<file path="config.mk">
export PLATFORM = sky130hd
export DESIGN_NAME = dabble_counter
export DESIGN_NICKNAME = d
export VERILOG_FILES = /design/src/rtl/dabble_counter.sv
export SDC_FILE = /design/constraint.sdc
export NUM_CORES = 1
export LEC_CHECK = 0
export ABC_AREA = 1
export ABC_CLOCK_PERIOD_IN_PS = 2050
export BUFFER_PORTS_ARGS = -buffer_cell sky130_fd_sc_hd__buf_2
export CORE_MARGIN = 2
export CORE_UTILIZATION = 55
export DETAILED_ROUTE_END_ITERATION = 10
export GPL_ROUTABILITY_DRIVEN = 0
export GPL_TIMING_DRIVEN = 0
export PLACE_DENSITY = 0.76
export SLEW_MARGIN = 25
export SYNTH_ARGS = -nofsm -noshare
export SYNTH_HDL_FRONTEND = slang
export SYNTH_SLANG_ARGS = --single-unit
</file>
<file path="constraint.sdc">
create_clock -name clk -period 2.05 [get_ports clk]
set_input_delay 0.1025 -clock clk [delete_from_list [all_inputs] [get_ports clk]]
set_output_delay 0.1025 -clock clk [all_outputs]
set_load 0.03 [all_outputs]
</file>
<file path="src/rtl/dabble_counter.sv">
// -----------------------------------------------------------------------------
// dabble_counter
//
// Free-running display counter with a hex or decimal (BCD) digit output.
// A prescaler divides clk by 2^PRESCALE_BITS while enable is high; each
// prescaler rollover advances the binary count. In hex mode the display digits
// follow the count directly. In decimal mode the count is converted to BCD
// with a sequential double-dabble engine (one bit per clock). The digits only
// ever show a finished result.
//
// BIN_WIDTH must equal 4*DIGITS. Decimal mode wraps at 10^DIGITS-1 and hex
// mode wraps at 16^DIGITS-1.
//
// Ports
//   clk     in   sole clock, rising edge
//   reset   in   asynchronous, active-high reset
//   enable  in   1 = prescaler runs, 0 = prescaler and count hold
//   clear   in   synchronous clear of count, prescaler, digits and conversion
//   mode    in   0 = hex display, 1 = decimal BCD display
//   count   out  current binary count
//   digits  out  displayed digits, digit 0 (ones) in [3:0]
//   valid   out  one-cycle pulse on the cycle digits has just been updated
//   wrap    out  one-cycle pulse after the count wraps to 0
//   busy    out  high while a decimal conversion is in progress
//
// Conversion FSM
//   state    | meaning
//   ---------+------------------------------------------------------------
//   ST_IDLE  | no conversion running, waiting for a count update
//   ST_SHIFT | add-3 / shift-left, one binary bit per clock, BIN_WIDTH clocks
//   ST_DONE  | BCD result loads onto digits; restart if an update is pending
// -----------------------------------------------------------------------------
module dabble_counter #(
   parameter int DIGITS        = 3,
   parameter int BIN_WIDTH     = 12,
   parameter int PRESCALE_BITS = 23
) (
   input  logic                  clk,
   input  logic                  reset,
   input  logic                  enable,
   input  logic                  clear,
   input  logic                  mode,
   output logic [BIN_WIDTH-1:0]  count,
   output logic [4*DIGITS-1:0]   digits,
   output logic                  valid,
   output logic                  wrap,
   output logic                  busy
);

   localparam int DW = 4 * DIGITS;
   localparam int IW = $clog2(BIN_WIDTH + 1);

   function automatic int pow10(input int n);
      int r;
      r = 1;
      for (int i = 0; i < n; i++) begin
         r = r * 10;
      end
      return r;
   endfunction

   localparam logic [BIN_WIDTH-1:0] HEX_MAX   = '1;
   localparam logic [BIN_WIDTH-1:0] DEC_MAX   = BIN_WIDTH'(pow10(DIGITS) - 1);
   localparam logic [IW-1:0]        ITER_LAST = IW'(BIN_WIDTH - 1);

   localparam logic [1:0] ST_IDLE  = 2'd0;
   localparam logic [1:0] ST_SHIFT = 2'd1;
   localparam logic [1:0] ST_DONE  = 2'd2;

   logic [PRESCALE_BITS-1:0]  presc;
   logic                      mode_q;
   logic [1:0]                state;
   logic                      pending;
   logic [BIN_WIDTH-1:0]      shreg;
   logic [DW-1:0]             bcd;
   logic [IW-1:0]             iter;

   logic                      tick;
   logic                      mode_chg;
   logic                      upd;
   logic [BIN_WIDTH-1:0]      cur_max;
   logic                      at_max;
   logic [BIN_WIDTH-1:0]      count_tick;
   logic [BIN_WIDTH-1:0]      count_next;
   logic [DW-1:0]             bcd_adj;
   logic [DW+BIN_WIDTH-1:0]   shifted;

   // ---------------------------------------------------------------------
   // Next-count logic
   // ---------------------------------------------------------------------
   assign tick     = enable && (presc == '1);
   assign mode_chg = mode ^ mode_q;
   assign upd      = tick || mode_chg;
   assign cur_max  = mode ? DEC_MAX : HEX_MAX;
   assign at_max   = (count == cur_max);

   always_comb begin
      count_tick = count;
      if (tick) begin
         count_tick = at_max ? '0 : count + 1'b1;
      end
   end

   // Entering decimal with a count that cannot be shown in DIGITS decimal
   // digits forces the count back to 0; this is not a wrap.
   always_comb begin
      count_next = count_tick;
      if (mode_chg && mode && (count_tick > DEC_MAX)) begin
         count_next = '0;
      end
   end

   // ---------------------------------------------------------------------
   // Double-dabble datapath: add 3 to every nibble >= 5, then shift left
   // ---------------------------------------------------------------------
   always_comb begin
      bcd_adj = bcd;
      for (int i = 0; i < DIGITS; i++) begin
         if (bcd[4*i +: 4] >= 4'd5) begin
            bcd_adj[4*i +: 4] = bcd[4*i +: 4] + 4'd3;
         end
      end
   end

   assign shifted = {bcd_adj, shreg} << 1;

   // ---------------------------------------------------------------------
   // Prescaler
   // ---------------------------------------------------------------------
   always_ff @(posedge clk or posedge reset) begin
      if (reset) begin
         presc <= '0;
      end else if (clear) begin
         presc <= '0;
      end else if (enable) begin
         presc <= presc + 1'b1;
      end
   end

   // ---------------------------------------------------------------------
   // Binary count and wrap pulse
   // ---------------------------------------------------------------------
   always_ff @(posedge clk or posedge reset) begin
      if (reset) begin
         count <= '0;
         wrap  <= 1'b0;
      end else if (clear) begin
         count <= '0;
         wrap  <= 1'b0;
      end else begin
         count <= count_next;
         wrap  <= tick && at_max;
      end
   end

   // ---------------------------------------------------------------------
   // Previous-cycle mode, used to detect a display-mode switch
   // ---------------------------------------------------------------------
   always_ff @(posedge clk or posedge reset) begin
      if (reset) begin
         mode_q <= 1'b0;
      end else begin
         mode_q <= mode;
      end
   end

   // ---------------------------------------------------------------------
   // Conversion FSM. Hex mode keeps it parked in IDLE, so switching to hex
   // abandons any decimal result still in flight.
   // ---------------------------------------------------------------------
   always_ff @(posedge clk or posedge reset) begin
      if (reset) begin
         state   <= ST_IDLE;
         pending <= 1'b0;
         shreg   <= '0;
         bcd     <= '0;
         iter    <= '0;
      end else if (clear || !mode) begin
         state   <= ST_IDLE;
         pending <= 1'b0;
      end else begin
         case (state)
            ST_IDLE: begin
               if (upd) begin
                  state <= ST_SHIFT;
                  shreg <= count_next;
                  bcd   <= '0;
                  iter  <= '0;
               end
            end
            ST_SHIFT: begin
               bcd   <= shifted[DW+BIN_WIDTH-1:BIN_WIDTH];
               shreg <= shifted[BIN_WIDTH-1:0];
               iter  <= iter + 1'b1;
               if (iter == ITER_LAST) begin
                  state <= ST_DONE;
               end
               if (upd) begin
                  pending <= 1'b1;
               end
            end
            ST_DONE: begin
               pending <= 1'b0;
               // The count moved on while converting: start over from the
               // newest value rather than idling with a stale display.
               if (pending || upd) begin
                  state <= ST_SHIFT;
                  shreg <= count_next;
                  bcd   <= '0;
                  iter  <= '0;
               end else begin
                  state <= ST_IDLE;
               end
            end
            default: begin
               state   <= ST_IDLE;
               pending <= 1'b0;
            end
         endcase
      end
   end

   assign busy = (state != ST_IDLE);

   // ---------------------------------------------------------------------
   // Display register: only ever written together with a valid pulse
   // ---------------------------------------------------------------------
   always_ff @(posedge clk or posedge reset) begin
      if (reset) begin
         digits <= '0;
         valid  <= 1'b0;
      end else if (clear) begin
         digits <= '0;
         valid  <= 1'b1;
      end else if (!mode && upd) begin
         digits <= count_next;
         valid  <= 1'b1;
      end else if (mode && (state == ST_DONE)) begin
         digits <= bcd;
         valid  <= 1'b1;
      end else begin
         valid  <= 1'b0;
      end
   end

endmodule

</file>
# Yosys cells after proc, flatten, opt, wreduce, memory -nomap -nowiden
# Index checks and enable logic that the tools add are counted.
dict set report totals {
  ff_bits 81
  input_bits 5
  out_inout_bits 27
  word_cells 86
}
dict set report classes {
  addsub 6
  order_cmp 4
  n_eq_ne 11
  n_mux 34
  bitwise 2
  reduce_logical 18
}
# cell count
set op_table {}
lappend op_table {{12-bit 2-to-1 mux} 12}
lappend op_table {{12-bit case mux with 3 select lines} 2}
lappend op_table {{23-bit 2-to-1 mux} 2}
lappend op_table {{23-bit by 1-bit adder with 23-bit output, second input constant} 1}
lappend op_table {{23-bit equality test, second input constant} 1}
lappend op_table {{4-bit 2-to-1 mux} 4}
lappend op_table {{12-bit by 1-bit adder with 12-bit output, second input constant} 1}
lappend op_table {{12-bit equality test} 1}
lappend op_table {{4-bit by 3-bit greater-or-equal comparator with 1-bit output, second input constant} 3}
lappend op_table {{12-bit by 10-bit > comparator with 1-bit output, second input constant} 1}
lappend op_table {{4-bit case mux with 3 select lines} 1}
lappend op_table {{3-bit inequality test, second input constant} 3}
lappend op_table {{4-bit by 2-bit adder with 4-bit output, second input constant} 2}
lappend op_table {{1-bit 2-to-1 mux} 7}
lappend op_table {{1-bit logical AND} 6}
lappend op_table {{2-bit 2-to-1 mux} 3}
lappend op_table {{2-bit inequality test, second input constant} 3}
lappend op_table {{2-bit case mux with 3 select lines} 1}
lappend op_table {{3-bit nonzero test} 2}
lappend op_table {{4-bit by 1-bit adder with 4-bit output, second input constant} 1}
lappend op_table {{4-bit equality test, second input constant} 1}
lappend op_table {{2-bit AND reduction} 2}
lappend op_table {{4-bit AND reduction} 1}
lappend op_table {{2-bit nonzero test} 2}
lappend op_table {{10 further kinds} 12}

# Longest topological paths before layout
dict set report logic_depth {
  ltp_word 9
  depth_mapped 19
  mapped_depth_nobuf 18
}

# Worst setup path after synthesis
# OpenSTA, ideal clock, no wires.
dict set report synth_timing {
  kind {register to register}
  startpoint {register count[0]}
  endpoint {register digits[3]}
  setup_time_ns 0.117
  arrival_time_ns 2.200
  t_required_ns 1.933
  slack_ns -0.267
  stages_incl_launch_ff 20
  path_buffers 1
  period_less_slack_ns 2.317
  path_cell_list {dfrtp_1 > ha_1 > nand2_1 > inv_2 > nand2_1 > nor2_1 > nand3_2 > inv_1 > nand2_1 > nand3_1 > nand2_1 > nor2_1 > nand3_1 > nand2_1 > nand2_2 > buf_12 > nand2_2 > nand2_1 > nand2_1 > nand2_1}
}
dict set report synth_via {
  elab_chain_cells 8
  elab_cells_between_ends 9
  cone_classes {add/sub: 1; order compare: 1; eq/ne: 1; mux: 5; reduce/logical: 1}
}
# item line
set synth_rtl {}
lappend synth_rtl {{start: declaration} 43} ;# output logic [BIN_WIDTH-1:0] count,
lappend synth_rtl {{start signal: assignment} 151} ;# count <= count_next;
lappend synth_rtl {{12-bit by 1-bit adder with 12-bit output or 12-bit equality test (tied branches)} {100, 95}}
lappend synth_rtl {{12-bit 2-to-1 mux} 100} ;# count_tick = at_max ? '0 : count + 1'b1;
lappend synth_rtl {{12-bit 2-to-1 mux (*)} 99} ;# if (tick) begin
lappend synth_rtl {{12-bit by 10-bit > comparator with 1-bit output} 108} ;# if (mode_chg && mode && (count_tick > DEC_MAX)) begin
lappend synth_rtl {{1-bit logical AND} 108}
lappend synth_rtl {{12-bit 2-to-1 mux (*)} 108}
lappend synth_rtl {{12-bit 2-to-1 mux (*)} 235} ;# end else if (!mode && upd) begin
lappend synth_rtl {{12-bit 2-to-1 mux (*)} 232} ;# end else if (clear) begin
lappend synth_rtl {{end signal: assignment} 236} ;# digits <= count_next;
lappend synth_rtl {{end: declaration} 44} ;# output logic [4*DIGITS-1:0] digits,
# Mark *: on every way between the ends. The rest lies on a longest branch, timed or not.
# A chain may end at the register's enable or synchronous reset.

# Worst setup path after layout
dict set report layout_timing {
  startpoint {register presc[0]}
  endpoint {register digits[2]}
}
dict set report layout_via {
  elab_chain_cells 8
  elab_cells_between_ends 11
  cone_classes {order compare: 1; eq/ne: 1; mux: 4; reduce/logical: 5}
}
# item line
set layout_rtl {}
lappend layout_rtl {{start: declaration} 70} ;# logic [PRESCALE_BITS-1:0] presc;
lappend layout_rtl {{start signal: assignment} 136} ;# presc <= presc + 1'b1;
lappend layout_rtl {{23-bit equality test (*)} 91} ;# assign tick = enable && (presc == '1);
lappend layout_rtl {{1-bit logical AND (*)} 91}
lappend layout_rtl {{12-bit 2-to-1 mux} 99}
lappend layout_rtl {{12-bit by 10-bit > comparator with 1-bit output} 108}
lappend layout_rtl {{1-bit logical AND} 108}
lappend layout_rtl {{12-bit 2-to-1 mux} 108}
lappend layout_rtl {{12-bit 2-to-1 mux} 235}
lappend layout_rtl {{12-bit 2-to-1 mux} 232}
# Marks and branches as above.

==> run_results.csv <==
group,metric,value,unit
outcome,status,"complete, but fails checks",
outcome,violations,"setup timing",
sta,fmax,0.4181,GHz
floorplan,rows,33,
floorplan,dieArea,0.009333,mm²
sta,worstMarginPinSlew,0.9837,ns
sta,grt_setup_unrepaired,"true",
power_and_ir_drop,seq_power_share,52.9,%
worst_setup_path,worst_ep_required_time,2.35,ns
worst_setup_path,cp_top_family,"simple AND/OR/NAND/NOR gates",
hold_path,hold_class,"input port to flip-flop",
finish,nets,733,
worst_setup_path,startpoint_type,"flip-flop",
routing,vias,4806,
floorplan,die_y,96.61,µm
placement,dp.cells,770,
placement,post-place-ws,-0.6222,ns
sta,final.period_utilization,116.7,%
power_and_ir_drop,p_sw,0.9811,mW
sta,setup_violations,40,
placement,io_buffers,30,
floorplan,die_w,96.61,µm
sta,maxSlewHeadroom,34.42,%
worst_setup_path,crit_path_start,"presc[0]",
clock_tree,clockBufferDepth,2,
finish,layout_common_cells,"nand2_1 (142), dfrtp_1 (76), nor2_1 (62)",
worst_setup_path,timing.critical_path.mode_cell,"nand2_2",
global_routing,antenna_found_initial,0,
power_and_ir_drop,p_comb_share,15.7,%
finish,antenna_cells,0,
routing,finalWirelength,13.80,mm
global_routing,overflow,0,
worst_setup_path,critical_path.slowest_cell,"dfrtp_1",
yosys,synth.ff_latch_count,81,
finish,layout-drive-gt1-share,32.13,%
routing,route.detailed.drc,0,
routing,drt-wirelength-per-cell,16.69,µm
worst_setup_path,cp_data_arrival_time,2.69,ns
worst_setup_path,worstReg2RegStart,"presc[0]",
worst_setup_path,ff2ff_setup_slack,-0.34,ns
power_and_ir_drop,p_sw_share,30.01,%
power_and_ir_drop,p_total,3.269,mW
floorplan,num_io_pins,32,
finish,final_area,0.006205,mm²
routing,vias_per_cell,5.811,
worst_setup_path,path_buf_inv,3,
routing,drt_iter0_markers,344,
global_routing,grt_first_pass_wirelength,21.68,mm
yosys,netlist_area,0.004717,mm²
placement,dp_hpwl,8.598,mm
finish,fin_cells,827,
sta,hold_viol,0,
yosys,synth_cell_type_count,46,
finish,syn2layout_area_growth,31.54,%
sta,fin_worst_skew,0.008075,ns
global_routing,grt_pass1_vias,4601,
clock_tree,clkLatencyLatePin,0.35,ns
floorplan,core_area,0.008258,mm²
routing,postRouteAntennaNets,0,
yosys,synthCells,632,
routing,dr.pass1.iters,5,
worst_setup_path,path_cells,"ha_4 -> inv_4 -> nor2_1 -> nand2_2 -> nor2_4 -> nand3_4 -> inv_1 -> nand2_2 -> nand3_4 -> nor2_1 -> a21oi_1 -> nand2_2 -> nand2_4 -> buf_12 -> nand2_8 -> nand2_4 -> nand2_2 -> nand2_1",
clock_tree,cts.sinks,81,
sta,layout_setup_ws,-0.3421,ns
hold_path,hold_depth,4,
hold_path,hp-start,"clear",
power_and_ir_drop,irDropWorstVdd,0.4145,mV
worst_setup_path,critPathCaptureType,"flip-flop",
yosys,ys_warn_count,0,
worst_setup_path,critPathKind,"flip-flop to flip-flop",
yosys,ys_seq_area_share,42.97,%
clock_tree,cts-root-buf,"clkbuf_8",
worst_setup_path,r2r-end,"digits[2]",
hold_path,min_to,"state[1]",
clock_tree,cts_tree,"done",
power_and_ir_drop,p_per_area,526.8,mW/mm²
global_routing,track_usage,28.01,%
power_and_ir_drop,leakage,2.998,nW
yosys,avgSynthCellArea,7.464,µm²
power_and_ir_drop,power.share.clock,31.4,%
run,max-cap-violations,0,
global_routing,grt_max_degree,27,
power_and_ir_drop,p_int,2.288,mW
placement,place_area,0.005104,mm²
finish,layout_commonest_cell,"nand2_1",
yosys,syn-num-nets,647,
worst_setup_path,path_max_fanout,5,
sta,whs,0.09172,ns
worst_setup_path,cpPeakStageDelay,0.40,ns
floorplan,initial_utilization,57.12,%
clock_tree,cts_buffers,9,
worst_setup_path,rr_worst_depth,18,
sta,final_max_slew_viol_count,0,
sta,min_period,2.392,ns
clock_tree,cts-htree-levels,3,
clock_tree,cts.clk_slew.worst_paths,0.09,ns
==> power by group through the flow <==
stage               sequential [mW]  clock [mW]  combinational [mW]
finish                         1.73        1.03               0.513
global route                   1.74        1.12               0.561
CTS                            1.73        1.03               0.452
detailed placement             1.76           0               0.410
global placement               1.75           0               0.376
floorplan                      1.79           0               0.245
==> cells by family after synthesis <==
| logic type | count (synthesis) | synth area share (%) |
|---|---|---|
| compound gates | 100 | 12.25 |
| xor+xnor | 5 | 0.9283 |
| fa+ha+maj | 10 | 2.653 |
| buf+inv | 89 | 7.904 |
| flops | 81 | 42.97 |
| mux | 1 | 0.2122 |
| simple gates | 346 | 33.08 |
==> sequential cells by signal, indices dropped and copies added, names as in the netlist <==
register / flops
shreg: 12
digits: 12
iter: 4
valid: 1
bcd: 12
mode_q: 1
wrap: 1
state: 2
presc: 23
pending: 1
count: 12
==> layout make-up <==
cell class	instances	area, µm²
clock inverters	5	33.78
repair buffers	75	610.6
inverters	69	275.3
well taps	105	131.4
clock buffers	10	127.6
plain buffers	20	162.7
fillers	568	2053
flip-flops and latches	81	2033
multi-input cells	462	2830
==> per-layer routing <==
| metal | global-route usage (%) | part of all wire (%) | vias up |
|---|---|---|---|
| met5 | 0 | 0 | - |
| met4 | 10.73 | 3.0 | 0 |
| met3 | 4.480 | 6.5 | 48 |
| met2 | 47.86 | 50 | 240 |
| met1 | 35.79 | 40 | 2310 |
| li1 | - | - | 2208 |
==> cells in the mapped netlist, drive strengths merged <==
cell type  count  area [µm²]
clkbuf        12       46.29
o211ai         1       7.510
nor3           7       40.04
a31oi          4       25.02
nand4          5       31.28
a22oi          1       7.510
mux2i          1       10.01
o21ai         42       217.7
nand3b         1       7.510
nand2        196       835.8
a211oi         1       7.510
xor2           4       35.03
clkinv         2       7.510
o41ai          1       8.760
a31o           1       8.760
a21boi         1       11.26
and2           1       6.260
a21oi         34       170.2
o21a           3       22.52
nor2          96       400.4
o21bai         2       15.01
buf            8       67.56
a311oi         1       8.760
a21o           1       7.510
ha            10       125.1
o311a          1       10.01
o22ai          1       6.260
inv           67       251.5
nor4           3       18.77
nand3         37       220.2
o2111ai        5       43.79
dfrtp         81        2027
xnor2          1       8.760
==> metrics by stage <==
| stage | setup TNS [ns] | util [%] |
|---|---|---|
| 2_1_floorplan | -1.812 | - |
| 3_3_place_gp | -21.55 | 60.89 |
| 3_5_place_dp | -24.37 | 61.80 |
| 4_1_cts | -4.075 | 69.52 |
| 5_1_grt | -16.56 | 75.14 |
| 6_report | -10.26 | 75.14 |
==> worst max-delay path by stage <==
stage	slack (ns)	endpoint	depth (start not counted)
floorplan	-0.09	digits[2]	19
global placement	-0.56	shreg[11]	15
detailed placement	-0.62	digits[7]	16
CTS	-0.17	digits[11]	18
global route	-0.49	digits[8]	19
finish	-0.34	digits[2]	18
==> what timing repair did <==
item	4_1_cts	5_1_grt
gates resized for setup	68	102
cloned	1	2
pin swaps	26	21
endpoints found under the hold margin	21	0
endpoints found under the setup margin	55	55
hold buffers	2	0
buffers inserted	24	13
==> tightest hold or removal path: stages <==
cell and delay [ns]:
buf_2 0.09, nor2_1 0.08, nand2_1 0.09, nor2_1 0.05
Note: power is estimated with default switching activity, not from simulation.
